$ cat config.mk
export PLATFORM = sky130hd
export DESIGN_NAME = ni_flit_engine
export DESIGN_NICKNAME = d
export VERILOG_FILES = /design/src/rtl/ni_flit_engine.sv
export SDC_FILE = /design/constraint.sdc
export NUM_CORES = 1
export LEC_CHECK = 0
export ABC_CLOCK_PERIOD_IN_PS = 6950
export BUFFER_PORTS_ARGS = -buffer_cell sky130_fd_sc_hd__clkbuf_2
export CAP_MARGIN = 20
export CORE_MARGIN = 2
export CORE_UTILIZATION = 49
export CTS_BUF_LIST = sky130_fd_sc_hd__clkbuf_8
export CTS_CLUSTER_SIZE = 20
export DETAILED_ROUTE_END_ITERATION = 12
export PLACE_DENSITY_LB_ADDON = 0.08
export SETUP_SLACK_MARGIN = 0.05
export SLEW_MARGIN = 20
export SYNTH_ARGS = -nofsm -noshare
export SYNTH_HDL_FRONTEND = slang
export SYNTH_SLANG_ARGS = --single-unit
export TNS_END_PERCENT = 100
$ cat constraint.sdc
create_clock -name clk -period 6.95 [get_ports clk]
set_input_delay 1.39 -clock clk [delete_from_list [all_inputs] [get_ports clk]]
set_output_delay 1.39 -clock clk [all_outputs]
set_load 0.1 [all_outputs]
$ cat src/rtl/ni_flit_engine.sv
// Network interface: packetises processor words into router flit streams
// and reassembles incoming flit streams into processor words.
module ni_flit_engine #(
    parameter int FLIT_W = 8,
    parameter int NFLITS = 4,
    parameter int ADDR_W = 2,
    parameter logic [FLIT_W-ADDR_W-1:0] HDR_TAG = 'b101111,
    parameter bit TRIM = 1'b1,
    parameter int LEN_W = $clog2(NFLITS + 1)
) (
    input  logic                     clk,
    input  logic                     rst,
    input  logic [FLIT_W*NFLITS-1:0] tx_data,
    input  logic [ADDR_W-1:0]        tx_dest,
    input  logic                     tx_valid,
    output logic                     tx_ready,
    output logic [FLIT_W-1:0]        flit_out,
    output logic                     flit_out_valid,
    input  logic                     flit_out_ready,
    input  logic [FLIT_W-1:0]        flit_in,
    input  logic                     flit_in_valid,
    output logic                     flit_in_ready,
    output logic [FLIT_W*NFLITS-1:0] rx_data,
    output logic [ADDR_W-1:0]        rx_dest,
    output logic [LEN_W-1:0]         rx_len,
    output logic                     rx_valid,
    input  logic                     rx_ready,
    output logic                     rx_err
);

    localparam int PAY_W = FLIT_W * NFLITS;
    localparam logic [FLIT_W-1:0] TAIL = '1;
    localparam logic [LEN_W-1:0] LEN_MAX = LEN_W'(NFLITS);

    typedef enum logic [1:0] {T_IDLE, T_HEAD, T_DATA, T_TAIL} tx_state_t;
    typedef enum logic [1:0] {R_HEAD, R_DATA, R_TAIL, R_HOLD} rx_state_t;

    // Number of payload flits to send for a given word.
    function automatic logic [LEN_W-1:0] calc_len(input logic [PAY_W-1:0] d);
        logic [LEN_W-1:0] l;
        l = TRIM ? '0 : LEN_MAX;
        if (TRIM) begin
            for (int i = 0; i < NFLITS; i++) begin
                if (d[i*FLIT_W +: FLIT_W] != '0) l = LEN_W'(i + 1);
            end
        end
        return l;
    endfunction

    // ---------------- TX ----------------
    tx_state_t          tx_state, tx_state_n;
    logic [PAY_W-1:0]   tx_buf, tx_buf_n;
    logic [LEN_W-1:0]   tx_rem, tx_rem_n;
    logic [FLIT_W-1:0]  flit_out_n;
    logic               flit_out_valid_n;
    logic               tx_fire;

    assign tx_fire  = flit_out_valid && flit_out_ready;
    assign tx_ready = (tx_state == T_IDLE);

    always_comb begin
        tx_state_n       = tx_state;
        tx_buf_n         = tx_buf;
        tx_rem_n         = tx_rem;
        flit_out_n       = flit_out;
        flit_out_valid_n = flit_out_valid;
        unique case (tx_state)
            T_IDLE: begin
                if (tx_valid) begin
                    tx_buf_n         = tx_data;
                    tx_rem_n         = calc_len(tx_data);
                    flit_out_n       = {HDR_TAG, tx_dest};
                    flit_out_valid_n = 1'b1;
                    tx_state_n       = T_HEAD;
                end
            end
            // tx_rem counts payload flits not yet presented; buffer shifts down.
            T_HEAD, T_DATA: begin
                if (tx_fire) begin
                    if (tx_rem != '0) begin
                        flit_out_n = tx_buf[FLIT_W-1:0];
                        tx_buf_n   = tx_buf >> FLIT_W;
                        tx_rem_n   = tx_rem - LEN_W'(1);
                        tx_state_n = T_DATA;
                    end else begin
                        flit_out_n = TAIL;
                        tx_state_n = T_TAIL;
                    end
                end
            end
            T_TAIL: begin
                if (tx_fire) begin
                    flit_out_valid_n = 1'b0;
                    tx_state_n       = T_IDLE;
                end
            end
        endcase
    end

    always_ff @(posedge clk or posedge rst) begin
        if (rst) begin
            tx_state       <= T_IDLE;
            tx_buf         <= '0;
            tx_rem         <= '0;
            flit_out       <= '0;
            flit_out_valid <= 1'b0;
        end else begin
            tx_state       <= tx_state_n;
            tx_buf         <= tx_buf_n;
            tx_rem         <= tx_rem_n;
            flit_out       <= flit_out_n;
            flit_out_valid <= flit_out_valid_n;
        end
    end

    // ---------------- RX ----------------
    rx_state_t          rx_state, rx_state_n;
    logic [LEN_W-1:0]   rx_cnt, rx_cnt_n;
    logic [PAY_W-1:0]   rx_data_n;
    logic [ADDR_W-1:0]  rx_dest_n;
    logic [LEN_W-1:0]   rx_len_n;
    logic               rx_err_n;
    logic               rx_acc;
    logic               tag_ok;
    logic               is_tail;

    assign flit_in_ready = (rx_state != R_HOLD);
    assign rx_valid      = (rx_state == R_HOLD);
    assign rx_acc        = flit_in_valid && flit_in_ready;
    assign tag_ok        = (flit_in[FLIT_W-1:ADDR_W] == HDR_TAG);
    assign is_tail       = (flit_in == TAIL);

    always_comb begin
        rx_state_n = rx_state;
        rx_cnt_n   = rx_cnt;
        rx_data_n  = rx_data;
        rx_dest_n  = rx_dest;
        rx_len_n   = rx_len;
        rx_err_n   = 1'b0;
        unique case (rx_state)
            R_HEAD: begin
                if (rx_acc) begin
                    if (tag_ok) begin
                        rx_dest_n  = flit_in[ADDR_W-1:0];
                        rx_data_n  = '0;
                        rx_cnt_n   = '0;
                        rx_state_n = R_DATA;
                    end else begin
                        rx_err_n = 1'b1;
                    end
                end
            end
            R_DATA: begin
                if (rx_acc) begin
                    if (TRIM && is_tail) begin
                        rx_len_n   = rx_cnt;
                        rx_state_n = R_HOLD;
                    end else begin
                        for (int i = 0; i < NFLITS; i++) begin
                            if (rx_cnt == LEN_W'(i))
                                rx_data_n[i*FLIT_W +: FLIT_W] = flit_in;
                        end
                        rx_cnt_n = rx_cnt + LEN_W'(1);
                        if (rx_cnt + LEN_W'(1) == LEN_MAX) rx_state_n = R_TAIL;
                    end
                end
            end
            R_TAIL: begin
                if (rx_acc) begin
                    if (is_tail) begin
                        rx_len_n   = LEN_MAX;
                        rx_state_n = R_HOLD;
                    end else begin
                        rx_err_n   = 1'b1;
                        rx_state_n = R_HEAD;
                    end
                end
            end
            R_HOLD: begin
                if (rx_ready) rx_state_n = R_HEAD;
            end
        endcase
    end

    always_ff @(posedge clk or posedge rst) begin
        if (rst) begin
            rx_state <= R_HEAD;
            rx_cnt   <= '0;
            rx_data  <= '0;
            rx_dest  <= '0;
            rx_len   <= '0;
            rx_err   <= 1'b0;
        end else begin
            rx_state <= rx_state_n;
            rx_cnt   <= rx_cnt_n;
            rx_data  <= rx_data_n;
            rx_dest  <= rx_dest_n;
            rx_len   <= rx_len_n;
            rx_err   <= rx_err_n;
        end
    end

endmodule

==> metrics list <==
- The worst setup path is launched from a register.
* Total power density per cell area: roughly 320 mW/mm²
- Data required time of the worst path: ~7.2 ns
* Crit path max fanout: 42
- The largest single stage delay on the critical path is between 1 and 1.5 ns.
- The largest individual stage delay along the critical path comes from the cell sky130_fd_sc_hd__ha_2.
* Share of the synthesized area in the top cell type: 0.5182
- Synthesis inferred 89 register bits.
- The synthesized netlist occupies a cell area of approximately 0.0043 mm².
- Fraction of the cycle the final worst path needs: 0.4445
* Area of combinational cells with multiple inputs: ~0.0019 mm²
- Effective utilization at floorplan: 0.5001
- Measured along the x axis, the die boundary spans just under 100 µm.
- After detailed routing, the number of remaining DRC violations is 0.
* Antenna violations before repair: 0
* Inserted Clock Buffers: 9
- Count of fill cells added during filler insertion: between 700 and 800
- Unique masters post-synth: 45
* RSZ-0062 raised after global routing: false
- Hold Path Class: reg2reg
- Worst-case headroom to the max-slew limit: 0.3133
* Max_cap viols: 0
- For this design the top-level I/O count stands at 98.
- TritonCTS built the clock tree.
- Clock tree synthesis selected as its root buffer the cell sky130_fd_sc_hd__clkbuf_8.
- The count of nets left with antenna violations once routing finished came out at 0.
- The repair_antennas step left the layout with diodes totalling 0.
* Average via count per standard cell: around 5.4
* Wire length of the first global-routing pass: between 15,000 and 20,000 µm
- For this run, the register share of the synthesized area comes to 0.5182.
* Timing-limited maximum frequency: around 320 MHz
* Non-filler cells in the finished layout: around 570
- Leakage: between 0.002 and 0.003 µW
- Buffers added on ports: between 90 and 100
- Yosys warning count: 0
- DRT Wirelength: around 9000 µm
* Largest vdd supply drop: around 0.16 mV
* Most instantiated flip-flop cell in the synthesis netlist: sky130_fd_sc_hd__dfrtp_1
- For the worst-skew pair, the clock arrives at the later sink with an insertion delay of between 0.3 and 0.4 ns.
* Synthesis-to-finish area growth: 17.41%
- In this run the deepest clock path goes through 2 buffers.
- Proportion of layout cells with a drive suffix above 1: 0.4017
- After clock tree synthesis, the clock-pin slew on the worst setup and hold paths is around 0.090 ns.
- Placed cell areas: 0.004833 mm²
* Crit. End Element: register
- Summed over all failing endpoints, the final setup total negative slack is 0 ns.
- Number of hold-repair buffers added at the cts stage: 0
* Area leader, netlist: sky130_fd_sc_hd__dfrtp_1
- At the pin with the least slew margin, the transition time is roughly 1.0 ns.
- In this run the mean area of a mapped cell was 12.01 µm².
* Hold violation count in the final report: 0
- Prior to clock tree synthesis, the placed netlist has a worst setup slack of roughly 3.6 ns.
- Setup violations remaining at the end of the flow were counted as 0.
- Final instance area: between 0.005 and 0.006 mm²
* Placer congestion estimate: about 0.85
* Global routing usage summed across all routing layers: 0.2004
- Clock skew on the completed layout was measured at 0.01115 ns.
- For this run the aggregate overflow at the end of global routing stands at 0.
- Vert. Die Dim: 97.66 µm
- Number of buffers inserted to repair setup after CTS: 0
* Commonest cells in the synthesized netlist: sky130_fd_sc_hd__dfrtp_1 (89), sky130_fd_sc_hd__mux2_2 (37), sky130_fd_sc_hd__nor2_1 (35), sky130_fd_sc_hd__mux2i_1 (24), sky130_fd_sc_hd__a21oi_2 (19)
* Detailed-placement wirelength estimate: ~6600 µm
* Setup slack after layout: slightly below 4 ns
- Pin count of the biggest net entering global routing: 90
* Number of placed cells counting well taps: 550
- Cell types occupying the most area after synthesis: sky130_fd_sc_hd__dfrtp_1 (52%), sky130_fd_sc_hd__mux2_2 (9.7%), sky130_fd_sc_hd__mux2i_1 (5.6%)
- Syn_nets: 416
- The final layout contains between 500 and 600 nets.
- Post-Synthesis Cells: roughly 360
- Traced cell by cell, the critical path runs through inv_1 -> ha_2 -> nor2_1 -> a211oi_2 -> nand2_2 -> a22o_1.
- Counting flops with a built-in enable in the synthesized netlist gives 0.
- Registers take between 0.002 and 0.0025 mm².
- Min cycle time layout: around 3.1 ns
- Gates resized during post-CTS repair numbered 0.
* DRT Pass-1 Iters: 4
* Vias in the first global route: between 3,000 and 4,000
- Share of flip-flops with an asynchronous set or reset: 1.000
- The core region is around 0.0086 mm².
- H-tree level count: 3
* Leading cell type by number of instances after synthesis: sky130_fd_sc_hd__dfrtp_1
* Full die area: about 0.0095 mm²
* Pins Over Slew Limit: 0
- For this block, the via count after detailed routing is slightly above 3,000.
- Worst path arrival time: roughly 3.3 ns
* Start-to-end type of the worst setup path: reg2reg
- Outcome: complete, no violations
- Dividing the detail-routed wire length by the instance count gives 15.97 µm.
- Utilization after layout: 0.5872
* Site row count: 34
- Total clock sinks: approximately 90
- After the first detailed-routing iteration, the DRC count stood at between 90 and 100.
[critical path, delay by kind of cell (launching register included)]
family / cells / cell delay [ns]
compound gates: 2 / 1.03
fa+ha+maj: 1 / 1.01
simple gates: 2 / 0.50
flops: 1 / 0.37
buf+inv: 1 / 0.06
[per-stage QoR]
step | hold slack (ns) | total power (µW)
final | 0.4848 | 1609
after global placement | 0.4680 | 1244
after CTS | 0.4889 | 1632
after floorplan | 0.4607 | 1136
after global routing | 0.5111 | 1688
after detailed placement | 0.4749 | 1250
[final timing paths]
path	start	endpoint	slack, ns	cells past startpoint
max in group asynchronous	rst	tx_buf[25]$_DFFE_PP0P_	5.20	3
setup reg to reg	tx_state[1]$_DFFE_PP0P_	tx_buf[26]$_DFFE_PP0P_	3.86	6
hold reg to reg	tx_buf[3]$_DFFE_PP0P_	flit_out[3]$_DFFE_PP0P_	0.48	1
min in group asynchronous	rst	rx_len[2]$_DFFE_PP0P_	1.24	3
setup / recovery	tx_state[1]$_DFFE_PP0P_	tx_buf[26]$_DFFE_PP0P_	3.86	6
hold / removal	tx_buf[3]$_DFFE_PP0P_	flit_out[3]$_DFFE_PP0P_	0.48	1
[logic make-up after synthesis]
family | Yosys count | share of synthesized area
AO/OA/AOI/OAI | 78 | 0.1557
adder cells (fa/ha/maj) | 10 | 0.02911
buffers and inverters | 28 | 0.03552
flip-flops | 89 | 0.5182
multiplexers | 62 | 0.1563
AND/OR/NAND/NOR | 91 | 0.1051
[cell usage in the layout (no fill, tap or decap), types with 4 or more instances in the layout]
master / instances
sky130_fd_sc_hd__nand3_1: 6
sky130_fd_sc_hd__o21ai_0: 9
sky130_fd_sc_hd__mux2_2: 37
sky130_fd_sc_hd__nand4_1: 5
sky130_fd_sc_hd__mux2i_1: 24
sky130_fd_sc_hd__a21oi_1: 12
sky130_fd_sc_hd__nand2b_1: 4
sky130_fd_sc_hd__nand2_1: 12
sky130_fd_sc_hd__inv_1: 12
sky130_fd_sc_hd__and2_1: 9
sky130_fd_sc_hd__nor4_1: 5
sky130_fd_sc_hd__ha_1: 9
sky130_fd_sc_hd__dfrtp_1: 89
sky130_fd_sc_hd__clkbuf_8: 10
sky130_fd_sc_hd__clkbuf_2: 97
sky130_fd_sc_hd__a22o_1: 11
sky130_fd_sc_hd__o22a_1: 5
sky130_fd_sc_hd__a21oi_2: 19
sky130_fd_sc_hd__nor2_1: 35
[power by group]
part           internal, µW  leakage, µW  total (µW)  switching [µW]
Clock                   180    0.0000999         374             194
Sequential              583      0.00113         633            50.1
Combinational           125      0.00134         602             477
[state kept, by name, summed over array words and instances (netlist names)]
name / cells
rx_dest: 2
rx_err: 1
flit_out: 8
rx_len: 3
tx_buf: 32
rx_cnt: 3
rx_data: 32
rx_state: 2
flit_out_valid: 1
tx_rem: 3
tx_state: 2
[area by class of cell]
class | count | area share
clock buffers | 10 | 0.02727
well taps | 108 | 0.02678
multi-input cells | 241 | 0.3806
inverters | 13 | 0.009918
flip-flops and latches | 89 | 0.4414
repair buffers | 99 | 0.09993
clock inverters | 6 | 0.01413
[metal layers]
metal | share of wire | vias to the layer above | global-route usage
li1 | - | 1486 | -
met1 | 0.45 | 1466 | 0.2573
met2 | 0.50 | 74 | 0.3321
met3 | 0.044 | 8 | 0.05108
met4 | 0.012 | 0 | 0.06731
met5 | 0 | - | 0
No activity file was read; power rests on OpenSTA's default activity.
